`config.mk`:
```
export PLATFORM = sky130hd
export DESIGN_NAME = count_capture_fifo
export DESIGN_NICKNAME = d
export VERILOG_FILES = /design/src/rtl/count_capture_pkg.sv /design/src/rtl/sync_fifo.sv /design/src/rtl/count_capture_fifo.sv
export SDC_FILE = /design/constraint.sdc
export NUM_CORES = 1
export LEC_CHECK = 0
export CAP_MARGIN = 30
export CORE_UTILIZATION = 61
export CTS_BUF_LIST = sky130_fd_sc_hd__clkbuf_4
export CTS_CLUSTER_SIZE = 16
export DETAILED_ROUTE_END_ITERATION = 10
export PLACE_DENSITY = 0.89
export SLEW_MARGIN = 20
export SYNTH_ARGS = -nofsm -noshare
export SYNTH_HDL_FRONTEND = slang
export SYNTH_SLANG_ARGS = --single-unit
```
`constraint.sdc`:
```
create_clock -name clk -period 4.6 [get_ports clk]
set_input_delay 0.92 -clock clk [delete_from_list [all_inputs] [get_ports clk]]
set_output_delay 0.92 -clock clk [all_outputs]
set_load 0.02 [all_outputs]
```
`src/rtl/count_capture_pkg.sv`:
```
// rtl/count_capture_pkg.sv - shared sizing constants for the count capture FIFO
package count_capture_pkg;

    localparam int DEFAULT_WIDTH = 8;
    localparam int DEFAULT_DEPTH = 4;
    localparam int ENTRY_WIDTH   = DEFAULT_WIDTH + 1;

    function automatic int ptr_bits(input int depth);
        return $clog2(depth);
    endfunction

    localparam int PTR_WIDTH = ptr_bits(DEFAULT_DEPTH);

endpackage

```
`src/rtl/sync_fifo.sv`:
```
// rtl/sync_fifo.sv - single-clock FIFO with combinational head and explicit level tracking
import count_capture_pkg::*;

module sync_fifo #(
    parameter int DW    = ENTRY_WIDTH,
    parameter int DEPTH = DEFAULT_DEPTH
) (
    input  logic                     clk,
    input  logic                     rst_n,
    input  logic                     push,
    input  logic [DW-1:0]            push_data,
    input  logic                     pop,
    output logic [DW-1:0]            pop_data,
    output logic                     full,
    output logic                     empty,
    output logic [$clog2(DEPTH):0]   level
);

    localparam int AW = ptr_bits(DEPTH);
    localparam logic [AW:0] FULL_LEVEL = (AW+1)'(DEPTH);

    logic [DW-1:0] mem [DEPTH];
    logic [AW-1:0] wr_ptr;
    logic [AW-1:0] rd_ptr;
    logic          do_push;
    logic          do_pop;

    assign full    = (level == FULL_LEVEL);
    assign empty   = (level == '0);
    assign do_pop  = pop && !empty;
    // A push into a full FIFO is legal only when the head leaves on the same edge.
    assign do_push = push && (!full || do_pop);

    assign pop_data = empty ? '0 : mem[rd_ptr];

    always_ff @(posedge clk) begin
        if (do_push) begin
            mem[wr_ptr] <= push_data;
        end
    end

    always_ff @(posedge clk or negedge rst_n) begin
        if (!rst_n) begin
            wr_ptr <= '0;
            rd_ptr <= '0;
            level  <= '0;
        end else begin
            if (do_push) begin
                wr_ptr <= wr_ptr + 1'b1;
            end
            if (do_pop) begin
                rd_ptr <= rd_ptr + 1'b1;
            end
            case ({do_push, do_pop})
                2'b10:   level <= level + 1'b1;
                2'b01:   level <= level - 1'b1;
                default: level <= level;
            endcase
        end
    end

endmodule

```
`src/rtl/count_capture_fifo.sv`:
```
// rtl/count_capture_fifo.sv - snapshots counter values with a wrap flag into a FIFO for a reader
import count_capture_pkg::*;

module count_capture_fifo #(
    parameter int WIDTH = DEFAULT_WIDTH,
    parameter int DEPTH = DEFAULT_DEPTH
) (
    input  logic                     clk,
    input  logic                     rst_n,
    input  logic [WIDTH-1:0]         count,
    input  logic                     capture,
    input  logic                     ovf_clr,
    input  logic                     out_ready,
    output logic                     out_valid,
    output logic [WIDTH-1:0]         out_data,
    output logic                     out_wrap,
    output logic                     overflow,
    output logic [$clog2(DEPTH):0]   level
);

    logic [WIDTH-1:0] prev_count;
    logic             wrap_pending;
    logic             wrap_event;
    logic             fifo_full;
    logic             fifo_empty;
    logic             pop;
    logic             push_ok;
    logic             drop;
    logic [WIDTH:0]   head;

    assign wrap_event = (prev_count == '1) && (count == '0);
    assign pop        = out_valid && out_ready;
    assign push_ok    = capture && (!fifo_full || pop);
    assign drop       = capture && !push_ok;

    assign out_valid = !fifo_empty;
    assign out_wrap  = head[WIDTH];
    assign out_data  = head[WIDTH-1:0];

    sync_fifo #(
        .DW    (WIDTH + 1),
        .DEPTH (DEPTH)
    ) u_fifo (
        .clk       (clk),
        .rst_n     (rst_n),
        .push      (push_ok),
        .push_data ({wrap_pending | wrap_event, count}),
        .pop       (pop),
        .pop_data  (head),
        .full      (fifo_full),
        .empty     (fifo_empty),
        .level     (level)
    );

    // A dropped capture keeps wrap_pending so the next stored entry still reports it.
    always_ff @(posedge clk or negedge rst_n) begin
        if (!rst_n) begin
            prev_count   <= '0;
            wrap_pending <= 1'b0;
            overflow     <= 1'b0;
        end else begin
            prev_count <= count;
            if (push_ok) begin
                wrap_pending <= 1'b0;
            end else if (wrap_event) begin
                wrap_pending <= 1'b1;
            end
            if (drop) begin
                overflow <= 1'b1;
            end else if (ovf_clr) begin
                overflow <= 1'b0;
            end
        end
    end

endmodule

```
==> flow_summary.json, run 1 <==
{
  "max_freq_ghz": 0.297,
  "hold_buffers": 0,
  "rrSetupSlack_ns": 2.19,
  "path_cells": "mux4_2, and2_1, clkdlybuf4s50_1",
  "synth_compound_area_share_pct": 1.55,
  "dp_hpwl_um": 2300,
  "reg2reg_depth": 9,
  "slew_headroom_pct": 48.6,
  "power.share.clock_pct": 12.7,
  "internal-power_w": 0.000986,
  "synth-edff-count": 36,
  "maxSlewViolCount": 0,
  "initial_core_util_pct": 66.7,
  "r2r-start": "u_fifo.level[0]",
  "cts_root_buf": "clkbuf_4",
  "worstPathArrival_ns": 2.45,
  "instances_no_fill": 189,
  "rsz0062_at_grt": "false",
  "startpoint_type": "flip-flop",
  "ios": 27,
  "setup_tns_ns": 0,
  "grt_pass1_wl_um": 5210,
  "finalPower_w": 0.00147,
  "dieHeight_um": 60.7,
  "grt_pass1_vias": 1066,
  "dpl_cell_area_um2": 2400,
  "wl_um": 3350,
  "whs_ns": 0.517,
  "die_area_um2": 3690,
  "wl_per_cell_um": 17.7,
  "fin_crit_sh_pct": 73.2,
  "tritoncts": "yes",
  "synth_top_area_share_pct": 51.4,
  "r2r-end": "u_fifo.level[2]",
  "antenna_found_initial": 0,
  "p_per_area_nw_per_um2": 601,
  "hp-start": "u_fifo.level[2]",
  "synth_area_leaders": "edfxtp_1, dfrtp_1, mux4_2, and2_1, ha_1",
  "cts_max_path_buffers": 2,
  "p_leak_nw": 0.918,
  "setup_violations": 0,
  "grt-ovfl-total": 0,
  "syn_inst": 115,
  "fin_crit_ns": 3.37,
  "async_flop_share_pct": 32.1,
  "synth_top_family_by_area": "multiplexers",
  "drt_pre_antenna_iters": 4,
  "path_clk_slew_ns": 0.14,
  "critPathMaxStageDelay_ns": 0.78,
  "drt_iter0_markers": 29,
  "hold_end": "u_fifo.level[2]",
  "synthTopCellsByCount": "edfxtp_1, dfrtp_1, and2_1",
  "crit_slowest_cell": "dfrtp_1",
  "dp_cells": 181,
  "final_antenna_net_count": 0,
  "area_delta_synth_final_pct": 16.6,
  "switching_power_w": 0.000489,
  "synth_adder_area_share_pct": 3.93,
  "combPwrFrac_pct": 39.9,
  "synth_most_common_cell": "edfxtp_1",
  "worst_pin_slew_ns": 0.769,
  "switching_share_pct": 33.2,
  "via_per_inst": 5.48,
  "grt_usage_pct": 21.5,
  "antenna_cells": 0,
  "drive_above_1_share_pct": 12.4,
  "rows": 20,
  "cts_setup_buffers": 0,
  "synthesis.nets": 134,
  "cts.htree.levels": 2,
  "multi_input_area_um2": 551,
  "die_x_um": 60.7,
  "worstSetupPathType": "reg2out",
  "peakVddDrop_mv": 0.392,
  "finalInstanceArea_um2": 2450,
  "required_ns": 3.68,
  "drcViolationCount": 0,
  "clock_skew_ns": 0.00701,
  "synth_ff_type": "edfxtp_1",
  "grt_max_degree": 18,
  "synth-simple-area-share_pct": 7.56,
  "ys_seq_area_share_pct": 71.6,
  "critPathCaptureType": "output port",
  "cts-resized-gates": 0,
  "num_vias": 1036,
  "synth.ff_latch_count": 53,
  "status": "finished, final reports clean",
  "synth_top_cell_by_area": "edfxtp_1",
  "core_um2": 3150,
  "gp_congestion": 0.686,
  "numCtsBuffers": 5,
  "n_fill_cell": 189,
  "hold_viol_final": 0,
  "synth_xor_area_share_pct": 2.50,
  "synth.distinct_cells": 24,
  "cp_max_fo": 11,
  "netlist_area_um2": 2100,
  "hp-class": "reg2reg",
  "muxShareOfSynthArea_pct": 10.6,
  "layout.nets": 163,
  "clkSinkCount": 53,
  "clk_latency_ns": 0.36,
  "port_buffers": 26,
  "drv_cap": 0,
  "p_seq_share_pct": 47.4,
  "avgSynthCellArea_um2": 18.3,
  "holdPathStages": 1,
  "regArea_um2": 1510,
  "yosysWarnings": 0
}
==> state kept, by name (all words and copies together), names as in the netlist <==
name	cells
wrap_pending	1
u_fifo.level	3
prev_count	8
u_fifo.rd_ptr	2
u_fifo.wr_ptr	2
overflow	1
u_fifo.mem	36
==> cells in the final DEF, fill, tap and decap left out, types with 2 or more instances in the layout <==
cell type	n
clkinv_1	2
nor2b_1	2
clkbuf_4	5
xor2_1	3
xnor2_1	3
clkdlybuf4s50_1	26
edfxtp_1	36
dfrtp_1	17
mux4_2	9
ha_1	5
and2_1	14
inv_1	8
nand4_1	2
==> per-stage QoR <==
| step | worst slack [ns] | utilization [%] |
|---|---|---|
| after floorplan | 2.04 | - |
| after global placement | 1.55 | 76.2 |
| after detailed placement | 1.38 | 76.2 |
| after CTS | 1.20 | 77.8 |
| after global routing | 1.09 | 77.8 |
| final | 1.23 | 77.8 |
==> worst max path at each step <==
stage,cells past startpoint,slack [ns],startpoint,to
after global placement,10,1.55,out_ready,u_fifo.level[2]
after global routing,3,1.09,u_fifo.rd_ptr[0],out_data[5]
after CTS,3,1.20,u_fifo.rd_ptr[0],out_data[6]
final,3,1.23,u_fifo.rd_ptr[0],out_data[6]
after detailed placement,10,1.38,out_ready,u_fifo.level[2]
after floorplan,10,2.04,out_ready,u_fifo.level[2]
==> power groups by stage <==
stage / registers, W / logic (W) / clock network [W]
2_1_floorplan: 0.000678 / 0.000383 / 0
3_3_place_gp: 0.000707 / 0.000572 / 0
3_5_place_dp: 0.000714 / 0.000593 / 0
4_1_cts: 0.000702 / 0.000596 / 0.000188
5_1_grt: 0.000716 / 0.000641 / 0.000208
6_report: 0.000699 / 0.000589 / 0.000187
==> final cells by class <==
class | instances | share of cell area (%)
tap | 44 | 2.24
clock buffer | 5 | 1.53
sequential | 53 | 61.4
inverter | 8 | 1.22
clock inverter | 3 | 0.510
timing repair buffer | 26 | 10.6
multi-input combinational | 50 | 22.4
==> cells by family (layout without fill, tap and decap cells) <==
| family | Yosys count | count (layout) |
|---|---|---|
| XOR/XNOR | 6 | 6 |
| multiplexers | 11 | 11 |
| adder cells (fa/ha/maj) | 6 | 6 |
| AO/OA/AOI/OAI | 2 | 2 |
| AND/OR/NAND/NOR | 25 | 25 |
| flip-flops | 53 | 53 |
| buffers and inverters | 12 | 42 |
==> worst max-delay path, delay by kind of cell, from the launching register on <==
kind / cells / cell delay (ns)
buffers and inverters: 1 / 0.53
DFF: 1 / 0.78
muxes: 1 / 0.59
and+or+nand+nor: 1 / 0.18
==> layer usage <==
| layer | vias up | global-route usage (%) | share of wire, % | wire length, um |
|---|---|---|---|---|
| met5 | - | 0 | 0 | 0 |
| met4 | 0 | 8.77 | 1.6 | 55 |
| met3 | 6 | 6.82 | 4.2 | 140 |
| met2 | 30 | 34.4 | 50 | 1680 |
| met1 | 522 | 27.7 | 44 | 1470 |
| li1 | 478 | - | - | - |
(Power assumes the default switching activity.)
==> run 2: changes to the inputs <==
Settings changed: CORE_UTILIZATION 61 to 51, PLACE_DENSITY 0.89 to 0.79.
Clock period 4.6 ns to 3 ns, I/O delays scaled along.
==> flow_summary.json, run 2 (synthesized netlist as in run 1, its figures left out) <==
{
  "wl_um": 3230,
  "startpoint_type": "flip-flop",
  "setup_violations": 0,
  "top_regs": "u_fifo.mem: 36 flops, prev_count: 8 flops, u_fifo.level: 3 flops",
  "die_area_um2": 4390,
  "cts_max_path_buffers": 2,
  "fin_crit_ns": 2.74,
  "p_per_area_nw_per_um2": 922,
  "met2_usage_pct": 28.6,
  "required_ns": 2.40,
  "final_common_cell": "edfxtp_1",
  "die_x_um": 66.2,
  "grt_pass1_wl_um": 5080,
  "num_vias": 1041,
  "max_freq_ghz": 0.364,
  "rows": 22,
  "port_buffers": 26,
  "drcViolationCount": 0,
  "drive_above_1_share_pct": 14.9,
  "hold_viol_final": 0,
  "grtUsageMet1_pct": 21.0,
  "numCtsBuffers": 5,
  "clkSinkCount": 53,
  "core_um2": 3800,
  "met3_usage_pct": 3.62,
  "grt-ovfl-total": 0,
  "drv_cap": 0,
  "dieHeight_um": 66.2,
  "clk_latency_ns": 0.36,
  "cts-resized-gates": 0,
  "worstPathArrival_ns": 2.14,
  "status": "finished, final reports clean",
  "worstSetupPathType": "reg2out",
  "top_register": "u_fifo.mem",
  "gp_congestion": 0.765,
  "wl_per_cell_um": 16.5,
  "layout.nets": 166,
  "fin_crit_sh_pct": 91.5,
  "slew_headroom_pct": 48.7,
  "fin_ws_ns": 0.255,
  "drt_pre_antenna_iters": 4,
  "antenna_found_initial": 0,
  "drt_iter0_markers": 40,
  "setup_tns_ns": 0,
  "clock_skew_ns": 0.00922,
  "grt_pass1_vias": 1058,
  "peakVddDrop_mv": 0.396,
  "worst_pin_slew_ns": 0.767,
  "ios": 27,
  "cts_setup_buffers": 0,
  "tritoncts": "yes",
  "p_leak_nw": 0.932,
  "hold_buffers": 0,
  "antenna_cells": 0,
  "via_per_inst": 5.31,
  "finalPower_w": 0.00229,
  "layout_common_cells": "edfxtp_1, clkdlybuf4s50_1, dfrtp_1",
  "preCtsSetupSlack_ns": 0.238,
  "final_antenna_net_count": 0,
  "grt_max_degree": 18,
  "rsz0062_at_grt": "false",
  "cts_root_buf": "clkbuf_4",
  "hp-class": "reg2reg",
  "dp_hpwl_um": 2260,
  "largest_reg_flops": 36,
  "initial_core_util_pct": 55.4,
  "area_delta_synth_final_pct": 18.2,
  "cp_max_fo": 12,
  "critPathCaptureType": "output port",
  "path_clk_slew_ns": 0.13,
  "maxSlewViolCount": 0,
  "grt.busiest_layer": "met2",
  "grt_usage_pct": 17.1,
  "cts.htree.levels": 2
}
[run 2: cell types whose count changed in the layout (fill, tap and decap cells not counted), sizes merged]
cell	previous run	this run
buf	0	3
clkinvlp	0	1
clkinv	3	1
clkbuf	5	6
[run 2: stage by stage]
| step | hold WS, ns | instance area [um2] | util, % | instances |
|---|---|---|---|---|
| 3_5_place_dp | 0.498 | 2430 | 64.0 | 188 |
| 6_report | 0.514 | 2490 | 65.4 | 196 |
| 3_3_place_gp | 0.488 | 2430 | 64.0 | 188 |
| 5_1_grt | 0.534 | 2490 | 65.4 | 196 |
| 4_1_cts | 0.517 | 2490 | 65.4 | 196 |
| 2_1_floorplan | 0.304 | 2100 | - | 115 |
[run 2: critical path, stage by stage, from the launching register on]
cell	delay [ns]
dfrtp_1	0.46
or3_1	0.58
and2_1	0.22
clkdlybuf4s50_1	0.54
[run 2: path summary, 6_finish.rpt]
| kind | startpoint | end | slack, ns | depth (start not counted) |
|---|---|---|---|---|
| min in group asynchronous | rst_n | u_fifo.rd_ptr[0] | 0.67 | 1 |
| hold / removal | u_fifo.level[2] | u_fifo.level[2] | 0.51 | 1 |
| hold reg to reg | u_fifo.level[2] | u_fifo.level[2] | 0.51 | 1 |
| max in group asynchronous | rst_n | prev_count[7] | 1.85 | 1 |
| setup reg to reg | u_fifo.level[0] | u_fifo.level[2] | 0.79 | 8 |
| setup / recovery | u_fifo.level[0] | out_data[6] | 0.26 | 3 |
[run 2: report_power, final]
| part | switching [W] | total (W) | internal [W] |
|---|---|---|---|
| Sequential | 0.0000932 | 0.00104 | 0.000947 |
| Combinational | 0.000450 | 0.000949 | 0.000498 |
| Clock | 0.000205 | 0.000304 | 0.0000986 |
[run 2: final cells by class]
class / instances / area, um2
flip-flops and latches: 53 / 1510
inverters: 8 / 30.0
multi-input cells: 50 / 551
clock inverters: 2 / 11.3
fillers: 273 / 1310
repair buffers: 29 / 283
well taps: 48 / 60.1
clock buffers: 6 / 45.0
[run 2: layer usage]
metal / up-vias / share of wire, %
met1: 526 / 42
met4: 0 / 2.0
met3: 8 / 3.9
met2: 22 / 52
met5: - / 0
li1: 485 / -
==> run 3: changes to the inputs <==
Settings changed: CAP_MARGIN 30 to 15, CTS_CLUSTER_SIZE 16 to not set, GPL_TIMING_DRIVEN set to 0.
==> flow_summary.json, run 3 (synthesized netlist as in run 1, its figures left out) <==
{
  "status": "finished, final reports clean",
  "worstPathArrival_ns": 2.24,
  "core_um2": 3800,
  "wl_met2_um": 1750,
  "drive_above_1_share_pct": 14.2,
  "required_ns": 2.40,
  "fin_crit_ns": 2.84,
  "die_area_um2": 4390,
  "top_regs": "u_fifo.mem: 36 flops, prev_count: 8 flops, u_fifo.level: 3 flops",
  "grt_pass1_vias": 1078,
  "grt-ovfl-total": 0,
  "layout_common_cells": "edfxtp_1, clkdlybuf4s50_1, dfrtp_1",
  "p_per_area_nw_per_um2": 950,
  "drt_pre_antenna_iters": 4,
  "maxSlewViolCount": 0,
  "rows": 22,
  "cts_setup_buffers": 0,
  "clkSinkCount": 53,
  "port_buffers": 26,
  "dp_hpwl_um": 2300,
  "slew_headroom_pct": 49.1,
  "cts_max_path_buffers": 2,
  "layout.nets": 166,
  "met3WireLength_um": 136,
  "via_per_inst": 5.31,
  "hold_viol_final": 0,
  "grt_max_degree": 18,
  "drcViolationCount": 0,
  "num_vias": 1041,
  "grt_usage_pct": 18.1,
  "max_freq_ghz": 0.353,
  "numCtsBuffers": 5,
  "p_leak_nw": 0.941,
  "rsz0062_at_grt": "false",
  "path_cells": "buf_4, mux4_2, and2_1, clkdlybuf4s50_1",
  "gp_congestion": 0.701,
  "top_register": "u_fifo.mem",
  "peakVddDrop_mv": 0.420,
  "hold_buffers": 0,
  "ios": 27,
  "tritoncts": "yes",
  "fin_crit_sh_pct": 94.5,
  "crit_slowest_cell": "clkdlybuf4s50_1",
  "preCtsSetupSlack_ns": 0.0416,
  "antenna_cells": 0,
  "setup_tns_ns": 0,
  "drv_cap": 0,
  "largest_reg_flops": 36,
  "final_antenna_net_count": 0,
  "initial_core_util_pct": 55.4,
  "cp_max_fo": 10,
  "final_common_cell": "edfxtp_1",
  "clk_latency_ns": 0.36,
  "wl_per_cell_um": 16.9,
  "worstSetupPathType": "reg2out",
  "critPathCaptureType": "output port",
  "path_clk_slew_ns": 0.14,
  "drt_iter0_markers": 39,
  "fin_ws_ns": 0.164,
  "clock_skew_ns": 0.0101,
  "cts_root_buf": "clkbuf_4",
  "dieHeight_um": 66.2,
  "antenna_found_initial": 0,
  "wl_um": 3310,
  "die_x_um": 66.2,
  "highest_layer": "met4",
  "wl_met1_um": 1360,
  "area_delta_synth_final_pct": 19.2,
  "critPathMaxStageDelay_ns": 0.54,
  "hp-class": "reg2reg",
  "grt_pass1_wl_um": 5380,
  "startpoint_type": "flip-flop",
  "cts.htree.levels": 2,
  "worst_pin_slew_ns": 0.761,
  "setup_violations": 0
}
run 3: final cells by class:
class	instances	area [um2]
Timing Repair Buffer	26	260
Clock inverter	2	38.8
Inverter	8	30.0
Buffer	3	15.0
Sequential cell	53	1510
Fill cell	261	1290
Multi-Input combinational cell	50	551
Clock buffer	6	45.0
Tap cell	48	60.1
run 3: through the flow:
step / utilization (%) / std cells / power, W / hold WS [ns] / cell area (um2)
after floorplan: - / 115 / 0.00163 / 0.304 / 2100
after global placement: 63.8 / 189 / 0.00198 / 0.486 / 2420
after detailed placement: 63.8 / 189 / 0.00202 / 0.504 / 2420
after CTS: 66.1 / 197 / 0.00242 / 0.521 / 2510
after global routing: 66.0 / 196 / 0.00252 / 0.548 / 2510
final: 66.0 / 196 / 0.00238 / 0.526 / 2510
run 3: repair_timing:
item	in CTS	in global routing
cloned	0	0
resized for setup	1	0
hold endpoints to repair	0	0
setup endpoints to repair	2	9
run 3: path summary, 6_finish.rpt:
kind,startpoint,end,slack [ns],cells past startpoint
max in group asynchronous,rst_n,u_fifo.level[0],1.86,1
setup / recovery,u_fifo.rd_ptr[0],out_data[6],0.16,4
hold / removal,u_fifo.level[2],u_fifo.level[2],0.53,1
hold reg to reg,u_fifo.level[2],u_fifo.level[2],0.53,1
setup reg to reg,u_fifo.level[0],u_fifo.level[2],0.61,10
min in group asynchronous,rst_n,u_fifo.wr_ptr[1],0.66,1
run 3: worst max-delay path: cells and delay by family (launching register included):
| kind | cells | cell delay [ns] |
|---|---|---|
| buffers and inverters | 2 | 0.79 |
| AND/OR/NAND/NOR | 1 | 0.17 |
| multiplexers | 1 | 0.51 |
| flip-flops | 1 | 0.40 |
run 3: report_power, final:
| group | leakage (nW) | switching, W | internal [W] |
|---|---|---|---|
| Clock | 0.0459 | 0.000210 | 0.000187 |
| Combinational | 0.361 | 0.000453 | 0.000489 |
| Sequential | 0.534 | 0.0000949 | 0.000947 |
run 3: metal layers:
metal / up-vias / global-route usage [%]
met5: - / 0
met4: 0 / 5.59
met3: 7 / 6.03
met2: 23 / 30.2
met1: 524 / 22.4
li1: 487 / -
